===== config.mk =====
export PLATFORM = sky130hd
export DESIGN_NAME = dmem_lsu
export DESIGN_NICKNAME = d
export VERILOG_FILES = /design/src/rtl/dmem_lsu.sv
export SDC_FILE = /design/constraint.sdc
export NUM_CORES = 1
export LEC_CHECK = 0
export CAP_MARGIN = 20
export CORE_ASPECT_RATIO = 1.5
export CORE_UTILIZATION = 43
export DETAILED_ROUTE_END_ITERATION = 12
export GPL_TIMING_DRIVEN = 1
export PLACE_DENSITY = 0.83
export SYNTH_ARGS = -nofsm -noshare
export SYNTH_HDL_FRONTEND = slang
export SYNTH_SLANG_ARGS = --single-unit

===== constraint.sdc =====
create_clock -name clk -period 1.83 [get_ports clk]
set_clock_uncertainty 0.05 [all_clocks]
set_input_delay 0.366 -clock clk [delete_from_list [all_inputs] [get_ports clk]]
set_output_delay 0.366 -clock clk [all_outputs]
set_load 0.05 [all_outputs]

===== src/rtl/dmem_lsu.sv =====
// Load/store unit: turns byte-addressed CPU requests into word-indexed memory
// accesses, with read-modify-write for sub-word stores and lane extraction for loads.
module dmem_lsu #(
    parameter int ADDR_WIDTH = 32,
    parameter int WORD_WIDTH = 32
) (
    input  logic                  clk,
    input  logic                  rst,
    input  logic                  req_valid,
    output logic                  req_ready,
    input  logic                  req_we,
    input  logic [1:0]            req_size,
    input  logic                  req_unsigned,
    input  logic [ADDR_WIDTH-1:0] req_addr,
    input  logic [WORD_WIDTH-1:0] req_wdata,
    output logic                  resp_valid,
    output logic [WORD_WIDTH-1:0] resp_rdata,
    output logic                  resp_err,
    output logic                  mem_write,
    output logic                  mem_read,
    output logic [ADDR_WIDTH-1:0] mem_addr,
    output logic [WORD_WIDTH-1:0] mem_wdata,
    input  logic [WORD_WIDTH-1:0] mem_rdata
);

    // state    | meaning
    // IDLE     | ready for a request       ERR      | error response
    // LD_ISSUE | load read strobe          LD_CAP   | capture/extend load lane
    // ST_RD    | RMW read strobe           ST_MERGE | insert store lane(s)
    // ST_WR    | write strobe              RESP     | normal response
    typedef enum logic [2:0] {
        IDLE, ERR, LD_ISSUE, LD_CAP, ST_RD, ST_MERGE, ST_WR, RESP
    } state_t;

    localparam logic [1:0] SZ_BYTE = 2'b00;
    localparam logic [1:0] SZ_HALF = 2'b01;
    localparam logic [1:0] SZ_WORD = 2'b10;

    state_t                  state;
    state_t                  state_nxt;
    logic                    req_err;
    logic                    lat_we;
    logic [1:0]              lat_size;
    logic                    lat_uns;
    logic [ADDR_WIDTH-1:0]   lat_addr;
    logic [WORD_WIDTH-1:0]   lat_wdata;
    logic [WORD_WIDTH-1:0]   result;
    logic [WORD_WIDTH-1:0]   merge;
    logic [WORD_WIDTH-1:0]   load_val;
    logic [WORD_WIDTH-1:0]   merge_val;
    logic [4:0]              byte_sh;
    logic [4:0]              half_sh;
    logic [7:0]              rd_byte;
    logic [15:0]             rd_half;

    assign req_err = (req_size == 2'b11)
                   || (req_size == SZ_HALF && req_addr[0])
                   || (req_size == SZ_WORD && req_addr[1:0] != 2'b00);

    always_ff @(posedge clk) begin
        if (rst) state <= IDLE;
        else     state <= state_nxt;
    end

    always_comb begin
        state_nxt = state;
        case (state)
            IDLE: begin
                if (req_valid) begin
                    if (req_err)               state_nxt = ERR;
                    else if (!req_we)          state_nxt = LD_ISSUE;
                    else if (req_size == SZ_WORD) state_nxt = ST_WR;
                    else                       state_nxt = ST_RD;
                end
            end
            ERR:      state_nxt = IDLE;
            LD_ISSUE: state_nxt = LD_CAP;
            LD_CAP:   state_nxt = RESP;
            ST_RD:    state_nxt = ST_MERGE;
            ST_MERGE: state_nxt = ST_WR;
            ST_WR:    state_nxt = RESP;
            RESP:     state_nxt = IDLE;
            default:  state_nxt = IDLE;
        endcase
    end

    // Lane positions come only from the latched address, never from req_*.
    assign byte_sh = {lat_addr[1:0], 3'b000};
    assign half_sh = {lat_addr[1], 4'b0000};
    assign rd_byte = mem_rdata[byte_sh +: 8];
    assign rd_half = mem_rdata[half_sh +: 16];

    always_comb begin
        load_val = mem_rdata;
        if (lat_size == SZ_BYTE)
            load_val = {{24{!lat_uns && rd_byte[7]}}, rd_byte};
        else if (lat_size == SZ_HALF)
            load_val = {{16{!lat_uns && rd_half[15]}}, rd_half};
    end

    always_comb begin
        merge_val = mem_rdata;
        if (lat_size == SZ_BYTE)
            merge_val[byte_sh +: 8] = lat_wdata[7:0];
        else
            merge_val[half_sh +: 16] = lat_wdata[15:0];
    end

    always_ff @(posedge clk) begin
        if (rst) begin
            lat_we    <= 1'b0;
            lat_size  <= 2'b00;
            lat_uns   <= 1'b0;
            lat_addr  <= '0;
            lat_wdata <= '0;
            result    <= '0;
            merge     <= '0;
        end else begin
            if (state == IDLE && req_valid) begin
                lat_we    <= req_we;
                lat_size  <= req_size;
                lat_uns   <= req_unsigned;
                lat_addr  <= req_addr;
                lat_wdata <= req_wdata;
            end
            if (state == LD_CAP)   result <= load_val;
            if (state == ST_MERGE) merge  <= merge_val;
        end
    end

    // Strobes and responses are masked while rst is high so a reset cycle
    // never touches memory or reports completion.
    always_comb begin
        req_ready  = (state == IDLE);
        resp_valid = !rst && (state == ERR || state == RESP);
        resp_err   = !rst && (state == ERR);
        resp_rdata = (!rst && state == RESP && !lat_we) ? result : '0;
        mem_read   = !rst && (state == LD_ISSUE || state == ST_RD);
        mem_write  = !rst && (state == ST_WR);
        mem_addr   = {2'b00, lat_addr[ADDR_WIDTH-1:2]};
        mem_wdata  = '0;
        if (!rst && state == ST_WR)
            mem_wdata = (lat_size == SZ_WORD) ? lat_wdata : merge;
    end

endmodule


* Word-level counts from Yosys, hierarchy flattened
Cells that the tools add are included.
** Cells by class
- $add $sub $neg :: 2
- Eq/ne operators :: 13
- Shift-type cells :: 6
- Mux-type cells :: 13
- Reduce and logical (&&, ||, !) cells :: 23
** Operator list (count)
- $mux W32 :: 6
- $bwmux W32 :: 2
- $shift A16 B7 Y32 const A :: 1
- $shift A8 B7 Y32 const A :: 1
- $shiftx A16 B7 Y32 :: 1
- $shiftx A32 B6 Y16 :: 1
- $shiftx A32 B6 Y8 :: 1
- $shiftx A8 B7 Y32 :: 1
- $pmux W3 S6 :: 1
- $neg A5 Y7 :: 2
- $eq A3 B3 Y1 const B :: 4
- $logic_and A1 B1 Y1 :: 11
- $mux W3 :: 3
- $eq A2 B2 Y1 const B :: 3
- $eq A3 B2 Y1 const B :: 2
- $eq A2 B1 Y1 const B :: 2
- $logic_or A1 B1 Y1 :: 4
- $reduce_or A2 Y1 :: 2
- $eq A3 B1 Y1 const B :: 1
- $logic_not A1 Y1 :: 3
- $logic_not A3 Y1 :: 1
- $logic_not A2 Y1 :: 1
- $mux W2 :: 1
- $ne A2 B2 Y1 const B :: 1
- $reduce_bool A2 Y1 :: 1
** Storage, ports and cells
- Flip-flop bits (word level) :: 135
- Bits of input ports :: 103
- Output and inout bits :: 101
- Word-level logic and storage cells :: 65

* Depth between registers and ports, before layout
- Word-level depth :: 7
- Gate-level depth with buffers :: 8

* Worst setup path before layout
OpenSTA, ideal clock, no wires.
- Path type :: input-to-output
- Start point :: input rst
- End point :: output mem_wdata[22]
- Arrival time :: 2.003 ns
- Setup slack :: -0.589 ns
- Cell stages on the path :: 5
- Buffers on the path :: 3
- Cells stage by stage :: clkbuf_1 > or3_1 > clkbuf_1 > clkbuf_1 > a21oi_1
** On the way
- Word-level cells in the longest chain between the ends :: 3
** RTL lines
- from (decl) :: RTL line 8 : input logic rst,
- $logic_not A1 Y1 :: RTL line 142 : if (!rst && state == ST_WR)
- $logic_and A1 B1 Y1 :: RTL line 142
- $mux W32 :: RTL line 142
- to (decl) :: RTL line 22 : output logic [WORD_WIDTH-1:0] mem_wdata,
Every way passes these cells.

* Final worst setup path
- Start point :: register state[1]
- End point :: output mem_wdata[29]
** On the way
- Word-level cells in the longest chain between the ends :: 3
** RTL lines
- from (decl) :: RTL line 39 : state_t state;
- from (signal assigned) :: RTL line 62 : else state <= state_nxt;
- $eq A3 B3 Y1 :: RTL line 142
- $logic_and A1 B1 Y1 :: RTL line 142
- $mux W32 :: RTL line 142
Every way passes these cells.

==> metrics.csv <==
metric,value,unit
max-slew violations,0,
Worst EP required,1.41,ns
"count leader, synth",nand2_1,
maximum number of pins on one net before global-route repair,49,
CTS tree,done,
Worst Reg-to-Reg Cells,10,
number of I/O port buffers,201,
Yosys cell types,49,
pwr dens,806,nW/um^2
Max Cap Viol,0,
"Cell Count, Final, Fillers Out",1315,
Worst R2R End,lat_wdata[3],
Slew headroom,59.8,%
crit path time final,2.20,ns
Final Net Count,1206,
Worst Hold Endpoint,lat_addr[6],
GRT Total Usage,30.9,%
cell count of the worst hold path,2,
synthesized instance count,918,
syn avg cell area,7.59,um^2
worst skew pair latency,0.42,ns
vias in the first global route,7316,
placed cell areas,10200,um^2
FF+latch area,2720,um^2
setup violators final,68,
Worst Path Max Fanout,11,
status,"finished, violations left",
Die W,106,um
final WL,26600,um
HP Start,lat_addr[6],
HPWL after DPL,17700,um
kind of critical path,reg2out,
DR WL met2,13300,um
"area leader, netlist",dfxtp_1,
first-pass GRT wire length,39100,um
r2r startpoint,state[0],
Worst Hold Class,reg2reg,
share of the synthesized area in the top cell type,38.8,%
arrival time worst endpoint,1.79,ns
"Worst Setup Slack, final",-0.373,ns
sequential area share after synthesis,38.8,%
post-DR vias/cell,5.93,
Fill cells,1086,
Max Root-Sink Buffers,2,
DR WL/cell,20.3,um
Max Fclk,454,MHz
#FFs+latches synth,135,
setup TNS,-21.34,ns
wire length on met3,2270,um
CP Capture Type,primary output,
endpoints failing hold,0,
WL met1,8800,um
via count,7796,
most frequent cells after synthesis,"242 x nand2_1, 135 x dfxtp_1, 124 x a21oi_1",
design area,11200,um^2
Root Driver,clkbuf_16,
crit share post-route,120,%
"Clk pin slew, worst setup/hold paths",0.06,ns
clk sinks,135,
RSZ-0062 raised after global routing,yes,
Synth Warn #,0,
CTS Buf Count,17,
number of DRC markers in iteration 0,758,
Placed Cells incl. Taps,1271,
Area Growth Syn to Fin,60.5,%
# rows,56,
Initial Util,44.2,%
total global routing overflow,0,
area of the multi-input gates,4230,um^2
largest cells by area after synthesis,"dfxtp_1 39%, nand2_1 13%, a21oi_1 8.9%",
Die Ht,158,um
Peak supply drop,0.000706,V
# IOs,204,
Antenna Nets Post-Route,0,
Setup WS pre-CTS,-0.218,ns
final hold slack,0.402,ns
failing checks,setup timing,
startpoint types,register,
Worst Max-Slew Pin Slew,0.601,ns
DIE AREA,16700,um^2
synthesized cell area,6970,um^2
most used flip-flop cell after synthesis,dfxtp_1,
Core ar.,15800,um^2
layout cells sized above 1,28.8,%
Post-synth EDFFs,0,
Top Metal Used,met4,
gpl congestion,0.951,
Synth async-reset ratio,0,%
antenna violations before repair,1,
Post-route DRC,0,
R2R setup slack,0.01,ns
Pleak,0.00416,uW
H-tree Lvls,4,
1st-pass router iterations,6,
==> kinds of logic (layout without fill, tap and decap cells) <==
family,count (synthesis),count (layout),synth area share [%]
muxes,33,33,5.17
other,1,3,0.0538
xor gates and xnor gates,2,2,0.251
adders and majority gates,5,5,0.897
and+or+nand+nor,354,354,22.6
AOI/OAI and AO/OA,271,271,23.5
DFF,135,135,38.8
buffers and inverters,117,309,8.78
==> power by group <==
part	leakage, uW	internal [uW]	switching, uW	total (uW)
combinational	0.00275	818	1180	1990
sequential	0.00110	3110	132	3240
clock	0.000314	2460	1330	3790
==> state kept, by name, indices dropped and copies added, names as in the netlist <==
name	cells
lat_addr	32
merge	32
lat_uns	1
result	32
lat_wdata	32
lat_we	1
lat_size	2
state	3
==> per-stage QoR <==
step | power [uW] | utilization (%)
2_1_floorplan | 4420 | -
3_3_place_gp | 5070 | 65.0
3_5_place_dp | 5110 | 65.0
4_1_cts | 8880 | 70.0
5_1_grt | 9290 | 71.0
6_report | 9020 | 71.0
==> layout by cell type, fill, tap and decap left out, types with 6 or more instances in the layout <==
cell and count:
a21oi_1 92, buf_6 13, buf_12 75, a221o_1 8, o2bb2ai_1 7, o21ai_1 15
o21ai_0 58, a32oi_1 14, a221oi_1 22, a21oi_4 32, and3_1 17, and2_1 8
and2_2 8, mux2i_1 9, a311oi_1 7, clkbuf_16 18, nand2_1 240, nor2_1 26
dfxtp_1 129, and2_4 25, mux2_2 24, inv_1 6, buf_4 77, clkdlybuf4s50_1 101
==> worst max-delay path: stages (launching register included) <==
cell     delay (ns)
dfxtp_2        0.34
nand2_2        0.06
or3_4          0.45
buf_12         0.21
a21oi_4        0.15
buf_12         0.15
==> layout make-up <==
| type | instances | area share [%] |
|---|---|---|
| Antenna cell | 1 | 0.0224 |
| Multi-Input combinational cell | 667 | 37.8 |
| Clock buffer | 20 | 3.99 |
| Timing Repair Buffer | 269 | 29.6 |
| Inverter | 8 | 0.268 |
| Sequential cell | 135 | 24.3 |
| Clock inverter | 12 | 1.78 |
| Tap cell | 203 | 2.27 |
==> worst max path at each step <==
stage	from	to	slack, ns	cells after the start
after global routing	state[0]	mem_wdata[29]	-0.40	4
after detailed placement	mem_rdata[15]	result[15]	-0.22	5
final	state[1]	mem_wdata[29]	-0.37	5
after floorplan	state[2]	mem_wdata[10]	-0.12	6
after CTS	state[0]	mem_wdata[29]	-0.37	4
after global placement	mem_rdata[15]	result[15]	-0.18	5
==> routing by layer <==
metal	vias up	global-route usage, %
met4	0	22.3
met3	174	6.18
li1	3504	-
met2	527	53.8
met1	3591	33.1
met5	-	0
==> repair_timing <==
action                     in CTS  in global routing
setup buffers                   3                  5
setup endpoints to repair      76                124
cloned                          2                  1
hold buffers                    0                  0
gates resized for setup        19                 26
pin swaps                       2                  9
Note: power is estimated with default switching activity, not from simulation.
